[src/rtl/counter_period_monitor_if.sv]
// rtl/counter_period_monitor_if.sv - counter state in, period/lock status out
// master drives the counter bits; slave is the monitor.
interface counter_period_monitor_if #(
  parameter int PERIOD_W = 8
);
  logic                a;
  logic                b;
  logic                c;
  logic                d;
  logic                locked;
  logic [PERIOD_W-1:0] period;
  logic                period_valid;
  logic                mismatch;
  logic                stuck;
  logic [7:0]          wrap_count;

  modport master (
    output a, b, c, d,
    input  locked, period, period_valid, mismatch, stuck, wrap_count
  );

  modport slave (
    input  a, b, c, d,
    output locked, period, period_valid, mismatch, stuck, wrap_count
  );
endinterface

[src/rtl/counter_period_monitor.sv]
// rtl/counter_period_monitor.sv - measures counter cycle length, locks on repeats
// Detects entries into START_CODE, locks when two periods agree, flags changes and stalls.
module counter_period_monitor #(
  parameter logic [3:0] START_CODE  = 4'b1100,
  parameter int         STUCK_LIMIT = 8,
  parameter int         PERIOD_W    = 8
) (
  input logic                     clk,
  input logic                     reset,
  counter_period_monitor_if.slave mon
);
  typedef enum logic [1:0] {S_SEARCH, S_MEASURE, S_LOCKED, S_STUCK} state_t;

  localparam logic [PERIOD_W-1:0] CNT_MAX   = '1;
  localparam logic [7:0]          STUCK_LIM = 8'(STUCK_LIMIT);

  state_t              r_state;
  state_t              w_next;
  logic [3:0]          r_code_q;
  logic [3:0]          r_prev_q;
  logic                r_prev_valid;
  logic [PERIOD_W-1:0] r_cnt;
  logic [PERIOD_W-1:0] r_period;
  logic [PERIOD_W-1:0] r_ref;
  logic [7:0]          r_same_cnt;
  logic [7:0]          r_wrap_count;
  logic                r_period_valid;
  logic                r_mismatch;

  logic w_hit;
  logic w_to_stuck;
  logic w_first;
  logic w_match;
  logic w_relearn;
  logic w_overrun;

  // Entry into the start code only; dwelling on it is not a new hit.
  assign w_hit = r_prev_valid && (r_code_q == START_CODE) && (r_prev_q != START_CODE);

  always_ff @(posedge clk) begin
    if (reset) begin
      r_state <= S_SEARCH;
    end else begin
      r_state <= w_next;
    end
  end

  always_comb begin
    w_next     = r_state;
    w_to_stuck = 1'b0;
    w_first    = 1'b0;
    w_match    = 1'b0;
    w_relearn  = 1'b0;
    w_overrun  = 1'b0;
    if (r_state != S_STUCK && r_same_cnt == STUCK_LIM) begin
      w_next     = S_STUCK;
      w_to_stuck = 1'b1;
    end else begin
      case (r_state)
        S_STUCK:   if (r_code_q != r_prev_q) w_next = S_SEARCH;
        S_SEARCH:  if (w_hit) w_next = S_MEASURE;
        S_MEASURE: begin
          if (w_hit) begin
            w_next  = S_LOCKED;
            w_first = 1'b1;
          end else if (r_cnt == CNT_MAX) begin
            w_next = S_SEARCH;
          end
        end
        S_LOCKED: begin
          if (w_hit && r_cnt == r_ref) begin
            w_match = 1'b1;
          end else if (w_hit) begin
            w_next    = S_MEASURE;
            w_relearn = 1'b1;
          end else if (r_cnt == r_ref) begin
            // cnt would pass ref next cycle: the period has overrun
            w_next    = S_SEARCH;
            w_overrun = 1'b1;
          end
        end
        default: w_next = S_SEARCH;
      endcase
    end
  end

  always_comb begin
    mon.locked = (r_state == S_LOCKED);
    mon.stuck  = (r_state == S_STUCK);
  end

  always_ff @(posedge clk) begin
    if (reset) begin
      r_code_q       <= '0;
      r_prev_q       <= '0;
      r_prev_valid   <= 1'b0;
      r_cnt          <= '0;
      r_same_cnt     <= '0;
      r_period       <= '0;
      r_ref          <= '0;
      r_wrap_count   <= '0;
      r_period_valid <= 1'b0;
      r_mismatch     <= 1'b0;
    end else begin
      r_code_q     <= {mon.a, mon.b, mon.c, mon.d};
      r_prev_q     <= r_code_q;
      r_prev_valid <= 1'b1;

      if (r_prev_valid && r_code_q == r_prev_q) begin
        if (r_same_cnt != STUCK_LIM) r_same_cnt <= r_same_cnt + 8'd1;
      end else begin
        r_same_cnt <= '0;
      end

      if (w_to_stuck)             r_cnt <= '0;
      else if (w_hit)             r_cnt <= PERIOD_W'(1);
      else if (r_cnt != CNT_MAX)  r_cnt <= r_cnt + PERIOD_W'(1);

      r_period_valid <= w_first | w_match | w_relearn;
      r_mismatch     <= w_relearn | w_overrun;
      if (w_first | w_match | w_relearn) r_period <= r_cnt;
      if (w_first | w_relearn)           r_ref    <= r_cnt;

      if (w_first)                               r_wrap_count <= '0;
      else if (w_match && r_wrap_count != 8'hFF) r_wrap_count <= r_wrap_count + 8'd1;
    end
  end

  assign mon.period       = r_period;
  assign mon.period_valid = r_period_valid;
  assign mon.mismatch     = r_mismatch;
  assign mon.wrap_count   = r_wrap_count;
endmodule

[src/flat_wrapper.sv]
// flat-port wrapper written by rule: the top's interface ports become plain ports
module counter_period_monitor_flat 
#(
  parameter logic [3:0] START_CODE  = 4'b1100,
  parameter int         STUCK_LIMIT = 8,
  parameter int         PERIOD_W    = 8
)
  (clk, reset, mon_a, mon_b, mon_c, mon_d, mon_locked, mon_period, mon_period_valid, mon_mismatch, mon_stuck, mon_wrap_count);
  counter_period_monitor_if #(.PERIOD_W(PERIOD_W)) mon_i ();
  input logic clk;
  input logic reset;
  input wire logic [$bits(mon_i.a)-1:0] mon_a;
  input wire logic [$bits(mon_i.b)-1:0] mon_b;
  input wire logic [$bits(mon_i.c)-1:0] mon_c;
  input wire logic [$bits(mon_i.d)-1:0] mon_d;
  output wire logic [$bits(mon_i.locked)-1:0] mon_locked;
  output wire logic [$bits(mon_i.period)-1:0] mon_period;
  output wire logic [$bits(mon_i.period_valid)-1:0] mon_period_valid;
  output wire logic [$bits(mon_i.mismatch)-1:0] mon_mismatch;
  output wire logic [$bits(mon_i.stuck)-1:0] mon_stuck;
  output wire logic [$bits(mon_i.wrap_count)-1:0] mon_wrap_count;
  assign mon_i.a = mon_a;
  assign mon_i.b = mon_b;
  assign mon_i.c = mon_c;
  assign mon_i.d = mon_d;
  assign mon_locked = mon_i.locked;
  assign mon_period = mon_i.period;
  assign mon_period_valid = mon_i.period_valid;
  assign mon_mismatch = mon_i.mismatch;
  assign mon_stuck = mon_i.stuck;
  assign mon_wrap_count = mon_i.wrap_count;
  counter_period_monitor #(.START_CODE(START_CODE), .STUCK_LIMIT(STUCK_LIMIT), .PERIOD_W(PERIOD_W)) u_core (.clk(clk), .reset(reset), .mon(mon_i));
endmodule
[config.mk]
export PLATFORM = sky130hd
export DESIGN_NAME = counter_period_monitor_flat
export DESIGN_NICKNAME = d
export VERILOG_FILES = /design/src/rtl/counter_period_monitor_if.sv /design/src/rtl/counter_period_monitor.sv /design/src/flat_wrapper.sv
export SDC_FILE = /design/constraint.sdc
export NUM_CORES = 1
export LEC_CHECK = 0
export ABC_AREA = 1
export ABC_CLOCK_PERIOD_IN_PS = 2440
export BUFFER_PORTS_ARGS = -buffer_cell sky130_fd_sc_hd__buf_2
export CAP_MARGIN = 20
export CELL_PAD_IN_SITES_DETAIL_PLACEMENT = 1
export CELL_PAD_IN_SITES_GLOBAL_PLACEMENT = 1
export CORE_MARGIN = 2
export CORE_UTILIZATION = 46
export DETAILED_ROUTE_END_ITERATION = 7
export PLACE_DENSITY_LB_ADDON = 0.1
export SETUP_SLACK_MARGIN = 0.4
export SYNTH_ARGS = -nofsm -noshare
export SYNTH_HDL_FRONTEND = slang
export SYNTH_SLANG_ARGS = --single-unit
export TNS_END_PERCENT = 100
[constraint.sdc]
create_clock -name clk -period 2.44 [get_ports clk]
set_input_delay 0.488 -clock clk [delete_from_list [all_inputs] [get_ports clk]]
set_output_delay 0.488 -clock clk [all_outputs]
set_load 0.05 [all_outputs]
==> flow_summary.toml <==
[floorplanning]
ioPinCount = 26
die_y_um = 79.13
start_util_pct = 47.44
fp.coreArea_sq_um = 5473
dieWidth_um = 79.13
placementRows = 27
dieArea_sq_um = 6261

[synthesis]
syn_avg_cell_area_sq_um = 7.504
synth_top_family_by_area = "simple AND/OR/NAND/NOR gates"
synth-seq-cells = 53
yosys.area_share.simple_pct = 31.42
seq_area_frac_synth_pct = 40.87
async_reset_ff_share_pct = 0
synth_cells = 346
synth_compound_area_share_pct = 11.37
yosysUniqueCellTypes = 34
synth_fp_nets = 356
synthXorXnorAreaFrac_pct = 5.398
syn_area_sq_um = 2596
synth_fa_ha_area_share_pct = 1.928
yosysWarnings = 0
synth-main-ff-cell = "dfxtp_1"
synthMuxAreaShare_pct = 0
synth_edf_count = 0

[job]
drv_cap = 0

[place]
portBuffers = 25
place_ws_ps = 569.1
dp_hpwl_mm = 4.356
gp_congestion = 0.7548

[run_status]
outcome = "complete, no violations"

[layout]
num_antenna_cells = 0
layout_commonest_cell = "nand2_1"
area_delta_synth_final_pct = 11.95
fill_cells = 746
mostFrequentLayoutCells = "77 x nand2_1, 53 x dfxtp_1, 44 x inv_1"
fin_nets = 384
drive_gt1_share_pct = 17.87

[global_route]
grt_pass1_vias = 2193
grt_first_pass_wirelength_mm = 10.06
antenna_found_initial = 0
grt_start_max_net_pins = 20
gr-usage-all-layers_pct = 20.04
gr-total-overflow = 0

[timing]
worstMarginPinSlew_ps = 441.8
setup_tns_ps = 0
timing.final.ws_setup_ps = 592.7
rsz0062_at_grt = "false"
setup_viol = 0
min_period_over_period_pct = 75.71
slew_violations = 0
finalCriticalPeriod_ps = 1847
hold_viol = 0
slew_headroom_pct = 70.32
finClkSkew_ps = 5.375
timing.fmax_ghz = 0.5413

[route]
drt_iter0_markers = 90
drtPass1Iterations = 4
dr_total_vias = 2248
viasPerCell = 5.029
wirelength_mm = 5.742
ant_nets = 0
wire_per_inst_um = 12.85
drc = 0

[min_path]
hold_path_class = "input port to flip-flop"

[clock_tree]
clk_path_buf_depth = 2
cts_max_level = 2
cts-root-buf = "clkbuf_8"
cts_sinks = 53
numCtsBuffers = 5
path_clk_slew_ps = 100
tritoncts = "done"
clk_latency_ps = 300
post_cts_buffers = 0

[setup_path]
crit_fanout = 6
path_class = "flip-flop to primary output"
cp_data_arrival_time_ps = 1360
setup.worst_path.start_class = "flip-flop"
cp-end-kind = "primary output"
cp.required_ps = 1950

[power]
irDropWorstVdd_v = 0.0002747
power.density_nw_per_um2 = 552.4
leakage_nw = 1.226
==> final timing paths <==
kind,slack (ps),start,to,depth (start not counted)
min,390,mon_c,u_core.r_code_q[1]$_SDFF_PP0_,3
min reg2reg,460,u_core.r_code_q[2]$_SDFF_PP0_,u_core.r_prev_q[2]$_SDFF_PP0_,2
max reg2reg,660,u_core.r_same_cnt[0]$_SDFFE_PP0P_,u_core.mon.period[7]$_SDFFE_PP0P_,10
max,590,u_core.r_state[0]$_SDFFE_PP0P_,mon_locked,4
==> kinds of logic (layout without fill, tap and decap cells) <==
group | after synthesis | in the layout
buffers and inverters | 56 | 85
adder cells (fa/ha/maj) | 4 | 4
AND/OR/NAND/NOR | 163 | 163
flip-flops | 53 | 53
AO/OA/AOI/OAI | 54 | 54
XOR/XNOR | 16 | 16
==> critical path: stages (launching register included) <==
cell	delay, ps
dfxtp_1	500
inv_1	100
nand2_1	190
inv_1	50
buf_2	210
==> layout make-up <==
cell class	instances	area [sq um]	area share [%]
clock buffers	6	82.58	2.841
clock inverters	2	37.54	1.291
inverters	51	196.4	6.758
multi-input cells	237	1306	44.94
flip-flops and latches	53	1061	36.50
well taps	72	90.09	3.099
repair buffers	26	132.6	4.563
==> where the power goes <==
group / leakage, nW / switching, mW / internal (mW) / total [mW]
combinational: 0.739 / 0.0613 / 0.0299 / 0.0911
clock: 0.0574 / 0.289 / 0.334 / 0.623
sequential: 0.430 / 0.0141 / 0.878 / 0.892
total: 1.23 / 0.364 / 1.24 / 1.61
==> metal layers <==
metal / part of all wire [%] / track usage [%]
met1: 49 / 27.24
met2: 47 / 32.54
met3: 2.5 / 3.864
met4: 0.75 / 5.345
met5: 0 / 0
==> cell usage after synthesis (all sizes together) (2+ instances only) <==
library cell,count,area share (%)
a211oi,2,0.58
a21oi,32,6.3
buf,3,1.2
clkbuf,2,0.29
clkinv,2,0.48
dfxtp,53,41
ha,4,1.9
inv,49,7.1
nand2,87,14
nand3,14,3.3
nand4,10,3.6
nor2,45,9.2
nor3,6,1.2
o21ai,16,3.4
xnor2,11,3.7
xor2,5,1.7
==> stage by stage <==
| step | instances | util [%] | hold slack (ps) | area, sq um | total power, mW |
|---|---|---|---|---|---|
| final | 447 | 53.11 | 385.7 | 2907 | 1.606 |
| after global routing | 447 | 53.11 | 378.8 | 2907 | 1.686 |
| after CTS | 447 | 53.02 | 376.4 | 2902 | 1.628 |
| after detailed placement | 439 | 50.82 | 448.3 | 2781 | 1.003 |
| after global placement | 439 | 50.82 | 444.2 | 2781 | 1.001 |
| after floorplan | 346 | - | 428.3 | 2596 | 0.9789 |
==> flip-flops by register name (all words and copies together) (netlist names) <==
signal,cells
u_core.r_code_q,4
u_core.r_state,2
u_core.r_same_cnt,8
u_core.mon.wrap_count,8
u_core.mon.period,8
u_core.mon.period_valid,1
u_core.r_cnt,8
u_core.r_ref,8
u_core.r_prev_valid,1
u_core.mon.mismatch,1
u_core.r_prev_q,4
==> what timing repair did <==
action / in CTS / in global routing
hold buffers: 0 / 0
resized for setup: 0 / 1
endpoints found under the setup margin: 0 / 9
Note: power is estimated with default switching activity, not from simulation.
